===== config.mk =====
export PLATFORM = sky130hd
export DESIGN_NAME = repairclk_pattern_detector
export DESIGN_NICKNAME = d
export VERILOG_FILES = /design/src/rtl/repairclk_pattern_detector_pkg.sv /design/src/rtl/repairclk_pattern_detector_lane.sv /design/src/rtl/repairclk_pattern_detector.sv
export SDC_FILE = /design/constraint.sdc
export NUM_CORES = 1
export LEC_CHECK = 0
export ABC_AREA = 0
export CAP_MARGIN = 20
export CORE_UTILIZATION = 50
export DETAILED_ROUTE_END_ITERATION = 8
export HOLD_SLACK_MARGIN = 0.03
export PLACE_DENSITY = 0.7
export SYNTH_ARGS = -nofsm -noshare
export SYNTH_HDL_FRONTEND = slang
export SYNTH_SLANG_ARGS = --single-unit

===== constraint.sdc =====
create_clock -name CLK -period 2.09 [get_ports CLK]
set_clock_uncertainty 0.15 [all_clocks]
set_input_delay 0.418 -clock CLK [delete_from_list [all_inputs] [get_ports CLK]]
set_output_delay 0.418 -clock CLK [all_outputs]
set_load 0.02 [all_outputs]

===== src/rtl/repairclk_pattern_detector_pkg.sv =====
// Shared constants and types for the MBINIT.REPAIRCLK receive-side clock-track detector.
package repairclk_pattern_detector_pkg;

    localparam int REPAIRCLK_TOGGLE_UI     = 16;
    localparam int REPAIRCLK_LOW_UI        = 8;
    localparam int REPAIRCLK_MIN_ITER      = 16;
    localparam int REPAIRCLK_WINDOW_CYCLES = 3200;
    localparam int REPAIRCLK_CNT_W         = 12;

    localparam int LANE_RCKP = 0;
    localparam int LANE_RCKN = 1;
    localparam int LANE_RTRK = 2;
    localparam int NUM_LANES = 3;

    typedef enum logic [1:0] {
        ST_IDLE   = 2'd0,
        ST_DETECT = 2'd1,
        ST_DONE   = 2'd2
    } top_state_t;

    typedef enum logic {
        LANE_HUNT  = 1'b0,
        LANE_TRACK = 1'b1
    } lane_state_t;

    // Toggle section is 1010... starting at idx 0; the low tail is all zeros.
    function automatic logic expected_bit(input logic [4:0] idx, input logic [4:0] toggle_ui);
        return (idx < toggle_ui) ? ~idx[0] : 1'b0;
    endfunction

endpackage


===== src/rtl/repairclk_pattern_detector_lane.sv =====
// Per-lane HUNT/TRACK tracker: counts consecutive clean iterations and latches a sticky pass.
module repairclk_lane_detector
    import repairclk_pattern_detector_pkg::*;
#(
    parameter int TOGGLE_UI = REPAIRCLK_TOGGLE_UI,
    parameter int LOW_UI    = REPAIRCLK_LOW_UI,
    parameter int MIN_ITER  = REPAIRCLK_MIN_ITER
) (
    input  logic CLK,
    input  logic rst_n,
    input  logic i_clear,
    input  logic i_enable,
    input  logic i_sample,
    output logic o_pass
);

    localparam logic [4:0] C_LAST   = 5'(TOGGLE_UI + LOW_UI - 1);
    localparam logic [4:0] C_TOGGLE = 5'(TOGGLE_UI);
    localparam logic [4:0] C_MIN    = 5'(MIN_ITER);

    lane_state_t r_state;
    logic [4:0]  r_idx;
    logic [4:0]  r_consec;
    logic        r_pass;

    logic       w_expected;
    logic       w_iter_done;
    logic [4:0] w_consec_inc;

    assign w_expected   = expected_bit(r_idx, C_TOGGLE);
    assign w_iter_done  = i_enable && (r_state == LANE_TRACK) && (i_sample == w_expected)
                          && (r_idx == C_LAST);
    assign w_consec_inc = (r_consec >= C_MIN) ? C_MIN : r_consec + 5'd1;

    // Look-ahead so an iteration finishing on the window-close cycle still counts.
    assign o_pass = r_pass | (w_iter_done && (w_consec_inc == C_MIN));

    always_ff @(posedge CLK or negedge rst_n) begin
        if (!rst_n) begin
            r_state  <= LANE_HUNT;
            r_idx    <= 5'd0;
            r_consec <= 5'd0;
            r_pass   <= 1'b0;
        end else if (i_clear) begin
            r_state  <= LANE_HUNT;
            r_idx    <= 5'd0;
            r_consec <= 5'd0;
            r_pass   <= 1'b0;
        end else if (i_enable) begin
            case (r_state)
                LANE_HUNT: begin
                    if (i_sample) begin
                        r_state <= LANE_TRACK;
                        r_idx   <= 5'd1;
                    end
                end
                LANE_TRACK: begin
                    if (i_sample == w_expected) begin
                        if (r_idx == C_LAST) begin
                            r_idx    <= 5'd0;
                            r_consec <= w_consec_inc;
                            if (w_consec_inc == C_MIN) begin
                                r_pass <= 1'b1;
                            end
                        end else begin
                            r_idx <= r_idx + 5'd1;
                        end
                    end else begin
                        r_consec <= 5'd0;
                        // A mismatching 1 may be the start of a fresh iteration.
                        if (i_sample) begin
                            r_idx <= 5'd1;
                        end else begin
                            r_state <= LANE_HUNT;
                            r_idx   <= 5'd0;
                        end
                    end
                end
                default: begin
                    r_state <= LANE_HUNT;
                    r_idx   <= 5'd0;
                end
            endcase
        end
    end

endmodule


===== src/rtl/repairclk_pattern_detector.sv =====
// REPAIRCLK clock-track detector top: window FSM plus one pattern tracker per received clock lane.
module repairclk_pattern_detector
    import repairclk_pattern_detector_pkg::*;
#(
    parameter int TOGGLE_UI     = REPAIRCLK_TOGGLE_UI,
    parameter int LOW_UI        = REPAIRCLK_LOW_UI,
    parameter int MIN_ITER      = REPAIRCLK_MIN_ITER,
    parameter int WINDOW_CYCLES = REPAIRCLK_WINDOW_CYCLES,
    parameter int CNT_W         = REPAIRCLK_CNT_W
) (
    input  logic       CLK,
    input  logic       rst_n,
    input  logic       i_detect_en,
    input  logic       i_rckp,
    input  logic       i_rckn,
    input  logic       i_rtrk,
    output logic       o_CLK_Track_done,
    output logic [2:0] o_Clock_track_result_logged
);

    top_state_t             r_state;
    logic [CNT_W-1:0]       r_win_cnt;
    logic                   r_done;
    logic [NUM_LANES-1:0]   r_result;

    logic [NUM_LANES-1:0]   w_lane_sample;
    logic [NUM_LANES-1:0]   w_lane_pass;
    logic                   w_lane_clear;
    logic                   w_lane_enable;
    logic                   w_window_end;

    assign w_lane_sample[LANE_RCKP] = i_rckp;
    assign w_lane_sample[LANE_RCKN] = i_rckn;
    assign w_lane_sample[LANE_RTRK] = i_rtrk;

    assign w_lane_clear  = (r_state == ST_IDLE) && i_detect_en;
    assign w_lane_enable = (r_state == ST_DETECT);
    assign w_window_end  = (r_win_cnt == CNT_W'(WINDOW_CYCLES - 1));

    generate
        for (genvar gi = 0; gi < NUM_LANES; gi++) begin : g_lane
            repairclk_lane_detector #(
                .TOGGLE_UI (TOGGLE_UI),
                .LOW_UI    (LOW_UI),
                .MIN_ITER  (MIN_ITER)
            ) u_lane (
                .CLK      (CLK),
                .rst_n    (rst_n),
                .i_clear  (w_lane_clear),
                .i_enable (w_lane_enable),
                .i_sample (w_lane_sample[gi]),
                .o_pass   (w_lane_pass[gi])
            );
        end
    endgenerate

    always_ff @(posedge CLK or negedge rst_n) begin
        if (!rst_n) begin
            r_state   <= ST_IDLE;
            r_win_cnt <= '0;
            r_done    <= 1'b0;
            r_result  <= '0;
        end else begin
            case (r_state)
                ST_IDLE: begin
                    r_done <= 1'b0;
                    if (i_detect_en) begin
                        r_state   <= ST_DETECT;
                        r_win_cnt <= '0;
                        r_result  <= '0;
                    end
                end
                ST_DETECT: begin
                    r_win_cnt <= r_win_cnt + 1'b1;
                    if (w_window_end || !i_detect_en) begin
                        r_state  <= ST_DONE;
                        r_result <= w_lane_pass;
                        r_done   <= 1'b1;
                    end
                end
                ST_DONE: begin
                    // Result stays latched after done drops, until the next detection run.
                    if (!i_detect_en) begin
                        r_state <= ST_IDLE;
                        r_done  <= 1'b0;
                    end
                end
                default: begin
                    r_state <= ST_IDLE;
                    r_done  <= 1'b0;
                end
            endcase
        end
    end

    assign o_CLK_Track_done            = r_done;
    assign o_Clock_track_result_logged = r_result;

endmodule


==> results of run 1 <==
[worst reg2reg max path, cell delays in order (launching register included)]
cell      delay [ns]
dfrtp_1         0.43
ha_1            0.27
nand4b_1        0.23
a211oi_4        0.31
or2_4           0.18
mux2_4          0.30
[flip-flops by register name, summed over array words and instances (netlist names)]
name and count:
o_Clock_track_result_logged 3, o_CLK_Track_done 1, g_lane.u_lane.r_consec 15, g_lane.u_lane.r_pass 3
r_state 2, g_lane.u_lane.r_idx 15, r_win_cnt 12, g_lane.u_lane.r_state 3
[how the worst max path moves through the flow]
stage / cells after the start / end / from / slack, ns
5_1_grt: 6 / g_lane[0].u_lane.r_consec[0]$_DFFE_PN0P_ / i_rckp / 0.007
6_report: 7 / g_lane[1].u_lane.r_consec[1]$_DFFE_PN0P_ / i_rckn / 0.07
3_3_place_gp: 6 / g_lane[1].u_lane.r_consec[0]$_DFFE_PN0P_ / i_rckn / -0.22
2_1_floorplan: 6 / g_lane[1].u_lane.r_consec[0]$_DFFE_PN0P_ / g_lane[1].u_lane.r_idx[0]$_DFFE_PN0P_ / 0.20
3_5_place_dp: 6 / g_lane[1].u_lane.r_consec[3]$_DFFE_PN0P_ / i_rckn / -0.29
4_1_cts: 6 / g_lane[1].u_lane.r_consec[3]$_DFFE_PN0P_ / i_rckn / 0.04
[routing by layer]
layer | vias up | part of all wire (%) | GRT usage [%]
li1 | 1234 | - | -
met1 | 1201 | 50 | 30.0
met2 | 24 | 47 | 35.7
met3 | 7 | 1.9 | 3.56
met4 | 0 | 1.3 | 6.91
met5 | - | 0 | 0
[metrics by stage]
| step | total power, W | hold WS, ns | util, % | area [sq um] | cells |
|---|---|---|---|---|---|
| finish | 0.00249 | 0.345 | 61.7 | 3480 | 424 |
| detailed placement | 0.00190 | 0.288 | 59.7 | 3370 | 414 |
| global route | 0.00265 | 0.369 | 61.7 | 3480 | 424 |
| floorplan | 0.00165 | -0.0276 | - | 2990 | 310 |
| CTS | 0.00251 | 0.353 | 61.5 | 3470 | 423 |
| global placement | 0.00188 | 0.290 | 59.7 | 3370 | 414 |
[power breakdown]
part | internal [W] | leakage [nW] | switching, W
clock network | 0.000268 | 0.0482 | 0.000335
registers | 0.00113 | 0.738 | 0.000112
logic | 0.000300 | 0.777 | 0.000336
[cell usage after synthesis, types with 4 or more instances]
cell type and instances:
dfrtp_1 54, mux2i_1 5, o21ai_0 31, nand2_1 37, o31ai_1 9, buf_2 5
nor2_1 13, ha_1 13, a211oi_1 4, nand4_1 6, and3_1 5, inv_1 20
a21oi_1 9, a32o_1 5, nand3_1 10, a31oi_1 8, nor3_1 14
[layout make-up]
class	count	area, sq um	share of cell area (%)
multi-input cells	225	1500	43.1
clock buffers	7	86.3	2.48
inverters	20	75.1	2.16
clock inverters	1	5.00	0.144
well taps	72	90.1	2.59
repair buffers	45	370	10.6
flip-flops and latches	54	1350	38.8
[timing repair]
action                     4_1_cts  5_1_grt
setup endpoints to repair        0        7
hold endpoints to repair        54        0
resized for setup                0        2
setup buffers                    0        1
hold buffers                     1        0
[kinds of logic after synthesis]
logic type	Yosys count	synth area share [%]
multiplexers	8	3.05
AND/OR/NAND/NOR	109	19.6
flip-flops	54	45.2
XOR/XNOR	2	0.585
buffers and inverters	31	4.85
adder cells (fa/ha/maj)	13	5.43
AO/OA/AOI/OAI	93	21.3
==> results.yml, run 1 <==
yosys:
  synth_area_sq_um: 2990
  ys_warn_count: 0
  syn_inst: 310
  synthDistinctLibCells: 54
  synth-seq-cells: 54
  synth_ff_type: "dfrtp_1"
  syn_nets: 329
  avgSynthCellArea_sq_um: 9.65
  yosysTopAreaCellShare_pct: 45.2
  synth-edff-count: 0
  yosys.area.top_type: "dfrtp_1"
  yosysSeqAreaShare_pct: 45.2
  yosys-top-cells-area: "dfrtp_1, ha_1, o21ai_0, nand2_1, inv_1"
  synth-async-reset-ratio_pct: 100
run_status:
  status: "completed"
sta:
  fin_ws_ns: 0.0691
  max_slew.worst_pin.slew_ns: 0.516
  slew_viol_final: 0
  rsz0062_at_grt: "false"
  max_freq_ghz: 0.495
  max_slew_margin_pct: 65.3
  fin_setup_tns_ns: 0
  hold_viol_final: 0
  min_period_ns: 2.02
  fin_crit_sh_pct: 96.7
  setup_viol: 0
finish:
  fillers: 488
  final_common_cell: "dfrtp_1"
  fin_nets: 370
  final_cell_mix: "dfrtp_1, nand2_1, buf_4"
  syn_to_final_growth_pct: 16.3
  drive_gt1_share_pct: 17.0
  n_antenna_cell: 0
power_and_ir_drop:
  powerDensity_nw_per_um2: 714
  leakage_nw: 1.56
  ir_drop_mv: 0.470
hold_path:
  min-delay-start: "g_lane[1].u_lane.r_pass$_DFFE_PN0P_"
  whs_path_depth: 2
  hold_end: "g_lane[1].u_lane.r_pass$_DFFE_PN0P_"
  worst_hold_path_type: "flip-flop to flip-flop"
clocking:
  cts_root_buf: "clkbuf_8"
  clock_sinks: 54
  cts_tree: "yes"
  clk_pin_slew_ns: 0.09
  clk-insertion-delay-late_ns: 0.31
  clk_path_buf_depth: 2
  cts_buffers: 5
  htreeDepth: 2
drt:
  wl_um: 6170
  drc_errors: 0
  drt_first_pass_iters: 4
  routedWlPerCell_um: 14.5
  antenna_left: 0
  vias_per_cell: 5.82
  num_vias: 2466
  drt_first_iter_violations: 151
critical_path:
  critPathKind: "input port to flip-flop"
  worst-path-buf-inv: 3
  worstPathMaxFanout: 4
  crit_family: "buffers and inverters"
  critPathMaxStageDelay_ns: 0.50
  crit_path_cell_trace: "clkdlybuf4s50_1 > inv_1 > ha_1 > a211oi_4 > or2_4 > buf_4 > a31o_2"
  cp.required_ns: 2.14
  r2r-end: "g_lane[1].u_lane.r_consec[3]$_DFFE_PN0P_"
  r2r_start: "g_lane[1].u_lane.r_idx[0]$_DFFE_PN0P_"
  reg2reg_slack_ns: 0.12
  r2r_cells: 5
  crit_slowest_cell: "clkdlybuf4s50_1"
  critPathLaunchType: "input port"
  worstPathArrival_ns: 2.07
  end_kind: "flip-flop"
global_routing:
  grt_pass1_wl_um: 10900
  antenna_found_initial: 0
  grt_max_degree: 55
  grt.total_usage_pct: 22.0
  grt_overflow_total: 0
  grt_pass1_vias: 2398
placement:
  io_buffers: 9
  pre_cts_ws_ns: -0.292
  gp_congestion: 0.800
  dp_hpwl_um: 4480
die:
  die_h_um: 79.4
  placementRows: 27
  dieWidth_um: 79.4
  dieArea_sq_um: 6300
  core-area_sq_um: 5640
  ios: 10
  initial_core_util_pct: 53.0
flow_run:
  maxCapViolations: 0
Power figures use the tool's default switching activity.
==> inputs of run 2 (changes only) <==
--- a/config.mk
+++ b/config.mk
@@ -10,7 +10,8 @@
 export CORE_UTILIZATION = 50
 export DETAILED_ROUTE_END_ITERATION = 8
 export HOLD_SLACK_MARGIN = 0.03
-export PLACE_DENSITY = 0.7
+export PLACE_DENSITY = 0.73
 export SYNTH_ARGS = -nofsm -noshare
 export SYNTH_HDL_FRONTEND = slang
 export SYNTH_SLANG_ARGS = --single-unit
+export TNS_END_PERCENT = 30
==> constraint.sdc (replaced) <==
create_clock -name CLK -period 1.8 [get_ports CLK]
set_clock_uncertainty 0.15 [all_clocks]
set_input_delay 0.36 -clock CLK [delete_from_list [all_inputs] [get_ports CLK]]
set_output_delay 0.36 -clock CLK [all_outputs]
set_load 0.01 [all_outputs]
==> results.yml, run 2 (synthesized netlist as in run 1, its figures left out) <==
clocking:
  cts_root_buf: "clkbuf_8"
  htreeDepth: 2
  clk_path_buf_depth: 2
  clk-insertion-delay-late_ns: 0.31
  cts_buffers: 5
  cts_tree: "yes"
  clock_sinks: 54
  clk_pin_slew_ns: 0.09
power_and_ir_drop:
  ir_drop_mv: 0.446
  p_total_w: 0.00310
  powerDensity_nw_per_um2: 802
  leakage_nw: 1.74
global_routing:
  grt_pass1_vias: 2634
  grt_overflow_total: 0
  grt.total_usage_pct: 24.5
  antenna_found_initial: 0
  grt_pass1_wl_um: 12000
  grt_max_degree: 27
drt:
  wl_um: 7400
  vias_per_cell: 6.01
  drt_first_pass_iters: 4
  drt_first_iter_violations: 158
  num_vias: 2700
  antenna_left: 0
  drc_errors: 0
  routedWlPerCell_um: 16.5
finish:
  reg.largest.list: "g_lane.u_lane.r_consec x15, g_lane.u_lane.r_idx x15, r_win_cnt x12"
  final_common_cell: "buf_4"
  fillers: 413
  n_antenna_cell: 0
  drive_gt1_share_pct: 31.6
  final_cell_mix: "buf_4, dfrtp_1, nand2_1"
  fin_nets: 397
  syn_to_final_growth_pct: 29.1
placement:
  io_buffers: 9
  dp_hpwl_um: 4920
  gp_congestion: 0.844
critical_path:
  startpoint: "i_rckp"
  end_kind: "flip-flop"
  r2r-end: "g_lane[1].u_lane.r_consec[3]$_DFFE_PN0P_"
  worstPathMaxFanout: 5
  crit_slowest_cell: "clkdlybuf4s50_1"
  worstPathArrival_ns: 1.88
  critPathKind: "input port to flip-flop"
  reg2reg_slack_ns: 0.01
  critPathLaunchType: "input port"
  critPathMaxStageDelay_ns: 0.51
  r2r_cells: 5
  r2r_start: "g_lane[1].u_lane.r_idx[0]$_DFFE_PN0P_"
  crit_path_cell_trace: "clkdlybuf4s50_1 > inv_2 > ha_4 > nand2_2 > buf_4 > nor3_1 > a21oi_1 > o21ai_1"
  cp.required_ns: 1.87
sta:
  setup_viol: 1
  rsz0062_at_grt: "true"
  fin_crit_sh_pct: 100
  fin_setup_tns_ns: -0.00715
  max_slew.worst_pin.slew_ns: 0.394
  max_freq_ghz: 0.553
  max_slew_margin_pct: 73.7
  fin_ws_ns: -0.00715
  min_period_ns: 1.81
  hold_viol_final: 0
  slew_viol_final: 0
hold_path:
  worst_hold_path_type: "input port to flip-flop"
  hold_end: "r_state[1]$_DFFE_PN0P_"
  min-delay-start: "i_detect_en"
  whs_path_depth: 3
die:
  placementRows: 27
  ios: 10
  dieWidth_um: 79.4
  die_h_um: 79.4
  initial_core_util_pct: 53.0
  dieArea_sq_um: 6300
  core-area_sq_um: 5640
flow_run:
  maxCapViolations: 0
run_status:
  failed_checks: "negative setup slack"
  status: "finished with violations"
-- run 2: cell count changes in the layout (fill, tap and decap cells not counted), sizes merged --
cell and delta:
buf +27, dlygate4sd2 +1, clkdlybuf4s50 -3, clkbuf -1
clkinv -1, dlymetal6s2s +2
-- run 2: metrics by stage --
step	utilization [%]	worst slack (ns)	hold slack, ns	instance area, sq um	cells
after floorplan	-	-0.0738	-0.0856	3000	310
after global placement	62.6	-0.433	0.141	3530	436
after detailed placement	62.6	-0.458	0.148	3530	436
after CTS	65.2	-0.0247	0.337	3680	445
after global routing	68.5	-0.0632	0.259	3860	449
final	68.5	-0.00715	0.239	3860	449
-- run 2: worst max-delay path, delay by kind of cell --
| kind | cells | cell delay [ns] |
|---|---|---|
| compound gates | 2 | 0.25 |
| simple gates | 2 | 0.23 |
| buf+inv | 3 | 0.77 |
| fa+ha+maj | 1 | 0.27 |
-- run 2: timing repair --
action / in CTS / in global routing
pin swaps: 2 / 12
hold buffers: 1 / 0
setup endpoints to repair: 21 / 33
hold endpoints to repair: 12 / 0
setup buffers: 2 / 4
resized for setup: 10 / 44
-- run 2: final cells by class --
class	instances	area (sq um)	area share, %
sequential	54	1350	35.0
inverter	20	75.1	1.94
clock buffer	6	82.6	2.14
multi-input combinational	225	1680	43.5
timing repair buffer	72	581	15.0
tap	72	90.1	2.33
-- run 2: power by group --
part,internal [W],total [W],switching (W)
logic,0.000472,0.000958,0.000486
clock network,0.000298,0.000688,0.000390
registers,0.00132,0.00145,0.000134
-- run 2: layer usage --
metal	up-vias	routed length, um	GRT usage (%)
met2	64	3770	42.5
met4	0	152	7.64
met3	13	289	4.37
met5	-	0	0
met1	1338	3190	31.0
li1	1285	-	-
-- run 2: worst max path at each step --
| stage | endpoint | slack, ns | depth (start not counted) |
|---|---|---|---|
| final | g_lane[0].u_lane.r_idx[0]$_DFFE_PN0P_ | -0.007 | 8 |
| after global routing | g_lane[1].u_lane.r_consec[3]$_DFFE_PN0P_ | -0.06 | 5 |
| after CTS | g_lane[0].u_lane.r_consec[2]$_DFFE_PN0P_ | -0.02 | 8 |
| after detailed placement | g_lane[1].u_lane.r_consec[3]$_DFFE_PN0P_ | -0.46 | 6 |
| after global placement | g_lane[1].u_lane.r_consec[0]$_DFFE_PN0P_ | -0.43 | 6 |
| after floorplan | g_lane[1].u_lane.r_consec[0]$_DFFE_PN0P_ | -0.07 | 6 |
